<file path="config.mk">
export PLATFORM = sky130hd
export DESIGN_NAME = vga_plot_arbiter
export DESIGN_NICKNAME = d
export VERILOG_FILES = /design/src/rtl/vga_plot_arbiter.sv
export SDC_FILE = /design/constraint.sdc
export NUM_CORES = 1
export LEC_CHECK = 0
export ABC_AREA = 1
export BUFFER_PORTS_ARGS = -buffer_cell sky130_fd_sc_hd__buf_2
export CAP_MARGIN = 15
export CORE_AREA = 2 2 60 77
export DETAILED_ROUTE_END_ITERATION = 6
export DIE_AREA = 0 0 62 79
export GPL_ROUTABILITY_DRIVEN = 0
export PLACE_DENSITY_LB_ADDON = 0.08
export SYNTH_ARGS = -nofsm -noshare
export SYNTH_HDL_FRONTEND = slang
export SYNTH_SLANG_ARGS = --single-unit
</file>
<file path="constraint.sdc">
create_clock -name CLOCK_50 -period 1.7 [get_ports CLOCK_50]
set_input_delay 0.085 -clock CLOCK_50 [delete_from_list [all_inputs] [get_ports CLOCK_50]]
set_output_delay 0.085 -clock CLOCK_50 [all_outputs]
set_load 0.02 [all_outputs]
</file>
<file path="src/rtl/vga_plot_arbiter.sv">
// Exclusive-ownership arbiter for the VGA adapter write port, with registered plot outputs.
// Define VGA_ARB_CLIP_EN to drop and count plots that fall outside X_MAX/Y_MAX.
//
// state | meaning
// IDLE  | no owner; pick a winner from src_req
// GRANT | owner's plots are forwarded to vga_*
// GAP   | one dead cycle after release before re-arbitration
module vga_plot_arbiter #(
  parameter int NUM_SRC  = 2,
  parameter int X_W      = 8,
  parameter int Y_W      = 7,
  parameter int C_W      = 3,
  parameter int X_MAX    = 159,
  parameter int Y_MAX    = 119,
  parameter int RR_MODE  = 0,
  parameter int MAX_HOLD = 0
) (
  input  logic                   CLOCK_50,
  input  logic                   rst_n,
  input  logic [NUM_SRC-1:0]     src_req,
  input  logic [NUM_SRC-1:0]     src_plot,
  input  logic [NUM_SRC*X_W-1:0] src_x,
  input  logic [NUM_SRC*Y_W-1:0] src_y,
  input  logic [NUM_SRC*C_W-1:0] src_colour,
  output logic [NUM_SRC-1:0]     src_grant,
  output logic                   vga_plot,
  output logic [X_W-1:0]         vga_x,
  output logic [Y_W-1:0]         vga_y,
  output logic [C_W-1:0]         vga_colour,
  output logic [2:0]             owner,
  output logic                   busy,
  output logic [7:0]             clip_drops
);

  typedef enum logic [1:0] {IDLE, GRANT, GAP} state_t;

  localparam logic [X_W-1:0] X_LIM = X_W'(X_MAX);
  localparam logic [Y_W-1:0] Y_LIM = Y_W'(Y_MAX);
`ifdef VGA_ARB_CLIP_EN
  localparam bit CLIP_EN = 1'b1;
`else
  localparam bit CLIP_EN = 1'b0;
`endif

  state_t state, state_nx;
  logic [2:0]         last_owner;
  logic [15:0]        hold_cnt;
  logic [15:0]        hold_nx;
  logic [2:0]         winner;
  logic [NUM_SRC-1:0] grant_nx;
  logic               any_req;
  logic               found;
  logic               own_req;
  logic               own_plot;
  logic [X_W-1:0]     own_x;
  logic [Y_W-1:0]     own_y;
  logic [C_W-1:0]     own_colour;
  logic               off_screen;
  logic               release_now;
  logic               fwd;

  always_comb begin
    own_req    = 1'b0;
    own_plot   = 1'b0;
    own_x      = '0;
    own_y      = '0;
    own_colour = '0;
    for (int i = 0; i < NUM_SRC; i++) begin
      if (owner == 3'(i)) begin
        own_req    = src_req[i];
        own_plot   = src_plot[i];
        own_x      = src_x[i*X_W +: X_W];
        own_y      = src_y[i*Y_W +: Y_W];
        own_colour = src_colour[i*C_W +: C_W];
      end
    end
  end

  // Round-robin scans from the source after the last owner, wrapping at NUM_SRC.
  always_comb begin
    winner  = '0;
    found   = 1'b0;
    any_req = |src_req;
    if (RR_MODE == 0) begin
      for (int i = NUM_SRC - 1; i >= 0; i--) begin
        if (src_req[i]) winner = 3'(i);
      end
    end else begin
      for (int k = 1; k <= NUM_SRC; k++) begin
        for (int j = 0; j < NUM_SRC; j++) begin
          if (!found && j == (int'(last_owner) + k) % NUM_SRC && src_req[j]) begin
            winner = 3'(j);
            found  = 1'b1;
          end
        end
      end
    end
    for (int j = 0; j < NUM_SRC; j++) grant_nx[j] = (winner == 3'(j));
  end

  assign hold_nx     = hold_cnt + 16'd1;
  assign release_now = !own_req || (MAX_HOLD != 0 && hold_nx == 16'(MAX_HOLD));
  assign off_screen  = (own_x > X_LIM) || (own_y > Y_LIM);
  assign fwd         = (state == GRANT) && own_plot && !(CLIP_EN && off_screen);
  assign busy        = (state == GRANT);

  always_comb begin
    state_nx = state;
    case (state)
      IDLE:    if (any_req) state_nx = GRANT;
      GRANT:   if (release_now) state_nx = GAP;
      GAP:     state_nx = IDLE;
      default: state_nx = IDLE;
    endcase
  end

  always_ff @(posedge CLOCK_50) begin
    if (!rst_n) begin
      state      <= IDLE;
      src_grant  <= '0;
      vga_plot   <= 1'b0;
      vga_x      <= '0;
      vga_y      <= '0;
      vga_colour <= '0;
      owner      <= '0;
      hold_cnt   <= '0;
      last_owner <= 3'(NUM_SRC - 1);
    end else begin
      state    <= state_nx;
      vga_plot <= fwd;
      if (fwd) begin
        vga_x      <= own_x;
        vga_y      <= own_y;
        vga_colour <= own_colour;
      end
      case (state)
        IDLE: begin
          if (any_req) begin
            owner      <= winner;
            last_owner <= winner;
            src_grant  <= grant_nx;
            hold_cnt   <= '0;
          end
        end
        GRANT: begin
          if (MAX_HOLD != 0) hold_cnt <= hold_nx;
          if (release_now) src_grant <= '0;
        end
        default: src_grant <= '0;
      endcase
    end
  end

`ifdef VGA_ARB_CLIP_EN
  logic [7:0] drop_cnt;
  logic       drop;
  assign drop = (state == GRANT) && own_plot && off_screen;

  always_ff @(posedge CLOCK_50) begin
    if (!rst_n) drop_cnt <= '0;
    else if (drop && drop_cnt != 8'hFF) drop_cnt <= drop_cnt + 8'd1;
  end
  assign clip_drops = drop_cnt;
`else
  assign clip_drops = 8'd0;
`endif

endmodule
</file>
[After elaboration in Yosys (flattened, before gate mapping)]
Index checks and enable logic that the tools add are counted.
Cells by class
  equal/unequal tests: 5
  mux-type cells: 18
  reduce and logical (&&, ||, !) cells: 7
Operators by type and width (count)
  8-bit two-way mux: 2
  7-bit two-way mux: 2
  3-bit two-way mux: 3
  2-bit two-way mux: 4
  2-bit case mux with 2 select lines: 2
  3-bit by 1-bit equality test with 1-bit output (second input constant): 2
  3-bit zero test: 2
  1-bit two-way mux: 5
  2-bit != test (second input constant): 2
  2-bit AND reduction: 2
  2-bit by 1-bit equality test with 1-bit output (second input constant): 1
  2-bit zero test: 1
  2-bit OR reduction: 1
  1-bit logical AND: 1
Word-level totals
  bits in registers: 26
  input bits: 42
  output and inout port bits: 33

[Depth between registers and ports, before layout]
  depth in word-level cells: 5
  mapped depth: 8
  depth with buffers taken out: 7

[Worst setup path before layout]
Ideal clock, no wire load.
  kind: register -> register
  start point: register owner[0]
  end point: register vga_x[0]
  arrival time: 1.101 ns
  path slack: 0.467 ns
  stages on the path, launching flop included: 7
  cell sequence: dfxtp_1 nand2_1 nand2_4 nand2_4 buf_4 nand2_1 a21oi_1
Between the ends
  cells in the longest elaborated chain, start to end: 4
Ends and longest elaborated chain
  from (decl): RTL line 30  | output logic [2:0] owner,
  from (signal assigned): RTL line 139  | owner <= winner;
  3-bit zero test: RTL line 69  | if (owner == 3'(i)) begin
  1-bit two-way mux (2 in series): RTL line 69
  1-bit logical AND: RTL line 104  | assign fwd = (state == GRANT) && own_plot && !(CLIP_EN && off_screen);
  to (signal assigned): RTL line 132  | vga_x <= own_x;
  to (decl): RTL line 27  | output logic [X_W-1:0] vga_x,
Parallel ways exist; a longest one is shown, timed or not.
A chain may end at the register's enable or synchronous reset.

[Final worst setup path]
  start point: register state[0]
  end point: output busy
Between the ends
  cells in the longest elaborated chain, start to end: 1
Ends and longest elaborated chain
  from (decl): RTL line 45  | state_t state, state_nx;
  from (signal assigned): RTL line 129  | state <= state_nx;
  2-bit by 1-bit equality test with 1-bit output: RTL line 105  | assign busy = (state == GRANT);
  to (decl): RTL line 31  | output logic busy,
No other way between the ends.

==> flow_summary.ini <==
[worst_setup_path]
crit_path_end_kind = output pin
reg2reg_to = vga_colour[2]
crit_required_ns = 1.62
path_delay_family = buffers and inverters
crit_chain = inv_2 > nor2_4 > buf_4 > buf_2
cpPeakStageDelay_ns = 0.35
critPathMaxFanout = 12
cp.arrival_ns = 1.37
ff2ff_setup_slack_ns = 0.32
cp-start-kind = register
cpMaxStageDelayCell = dfxtp_1
r2r_start = owner[0]
critical_path_class = register to output pin
worst-path-buf-inv = 3
reg2reg_depth = 6

[synthesis]
syn-cell-area_mm2 = 0.00121
ys_types = 18
syn_avg_cell_area_um2 = 6.71
synth_edf_count = 0
yosysSeqAreaShare_pct = 39.5
ys_seq_elements = 24
postSynthCellCount = 181
async_reset_ff_share_pct = 0
yosys_warnings = 0
ys.flop_type = dfxtp_1

[power_and_ir_drop]
cellLeakagePower_nw = 0.835
powerDensity_mw_per_mm2 = 830
peakVddDrop_v = 0.000287

[sta]
final_hold_viol_count = 0
setup_violations = 0
fmax_ghz = 0.689
slew_violations = 0
timing.hold.ws_ns = 0.101
fin_crit_sh_pct = 85.4
skew_ns = 0.00304
tns_ns = 0
period_minus_slack_ns = 1.45
rsz0062_at_grt = false

[detailed_routing]
wl_per_cell_um = 10.5
num_vias = 1244
via_per_inst = 4.13
drt-total-wl_mm = 3.17
drt-initial-drc-count = 19
drtAntennaViolNets = 0
firstDrtPassIters = 4
drc_errors = 0

[cells_and_area]
final_cell_mix = nand2_1, buf_2, dfxtp_1
finalNetCount = 286
final_cells = 301
num_antenna_cells = 0
nFillCells = 484
drive_above_1_share_pct = 32.5
syn2layout_area_growth_pct = 31.4
layout_commonest_cell = nand2_1

[grt]
overflow = 0
grt_pass1_vias = 1127
grt_max_degree = 21
grt_use_total_pct = 12.9
antenna_found_initial = 0
grt_pass1_wl_mm = 4.84

[placed_design]
hpwlAfterDp_mm = 2.36
dp_cells = 297
numPortBuffers = 64

[clocking]
htreeDepth = 1
cts_tree = done
postCtsSetupBuffers = 0
ctsHoldBuffers = 0
cts_root_buf = clkbuf_8
cts.sinks = 24
path_clk_slew_ns = 0.09
cts_resized = 0
cts_buffers = 3
insertion_delay_ns = 0.27
clockBufferDepth = 2

[job]
maxCapViolCount = 0

[floorplan]
die-area_mm2 = 0.00490
core-area_mm2 = 0.00422
die_h_um = 79
die_x_um = 62
initial_core_util_pct = 28.8
ioPinCount = 75
rows = 27

[min_path]
hold_depth = 3
hold_class = primary input to register
hold_path_end = src_grant[0]
worstHoldStart = src_req[0]

[run_status]
outcome = finished clean
-- worst register-to-register path, stage by stage, from the launching register on --
cell and delay, ns:
dfxtp_1 0.34, inv_2 0.26, nand2_2 0.11, nand2_4 0.20, nand2_4 0.19, nand2_1 0.11, a21oi_1 0.06
-- routing by layer --
metal  wire length (µm)  up-vias  part of all wire, %  track usage [%]
li1                   -      681                    -                -
met1               1580      504                   50             16.8
met5                  0        -                    0                0
met3                259        4                  8.2             2.77
met4                 38        0                  1.2             4.47
met2               1300       55                   41             20.6
-- registers in the layout (all words and copies together), names as in the netlist --
name / count
vga_colour: 3
vga_plot: 1
owner: 1
vga_x: 8
state: 2
src_grant: 2
vga_y: 7
-- synth_stat cells (2+ instances only) --
library cell,count,area (µm²)
nand3_1,18,90.1
nand2_4,2,22.5
a21oi_1,22,110
nand2_1,83,312
nor2_1,3,11.3
inv_2,2,7.51
buf_2,2,10.0
buf_4,16,120
dfxtp_1,24,480
-- worst max-delay path by stage --
| stage | start | cells past startpoint | end | slack (ns) |
|---|---|---|---|---|
| 2_1_floorplan | owner[0] | 6 | vga_x[0] | 0.47 |
| 3_3_place_gp | owner[0] | 6 | vga_x[2] | 0.34 |
| 3_5_place_dp | owner[0] | 6 | vga_x[7] | 0.32 |
| 4_1_cts | state[0] | 4 | busy | 0.24 |
| 5_1_grt | owner[0] | 6 | vga_x[7] | 0.14 |
| 6_report | state[0] | 4 | busy | 0.25 |
-- kinds of logic (layout without fill, tap and decap cells) --
kind of cell / Yosys count / in the layout / share of synthesized area, %
simple gates: 110 / 110 / 38.4
flops: 24 / 24 / 39.5
compound gates: 23 / 23 / 9.47
buf+inv: 23 / 76 / 12.3
other cells: 1 / 10 / 0.309
-- final cells by class --
class	instances	area, µm²	area share [%]
timing repair buffer	69	358	22.4
tap	58	72.6	4.55
multi-input combinational	143	619	38.8
sequential	24	480	30.1
clock buffer	4	55.1	3.45
inverter	3	11.3	0.705
-- through the flow --
| step | power [mW] | setup slack (ns) | util (%) | instance area, µm² |
|---|---|---|---|---|
| 2_1_floorplan | 0.856 | 0.467 | - | 1250 |
| 3_3_place_gp | 0.948 | 0.337 | 36.5 | 1540 |
| 3_5_place_dp | 0.945 | 0.322 | 36.5 | 1540 |
| 4_1_cts | 1.34 | 0.244 | 37.8 | 1600 |
| 5_1_grt | 1.40 | 0.139 | 37.8 | 1600 |
| 6_report | 1.33 | 0.248 | 37.8 | 1600 |
-- power breakdown --
part	switching [mW]	internal (mW)	leakage, nW	total (mW)
logic	0.206	0.113	0.610	0.319
registers	0.0161	0.594	0.195	0.610
clock network	0.189	0.207	0.0288	0.396
No activity file was read; power rests on OpenSTA's default activity.
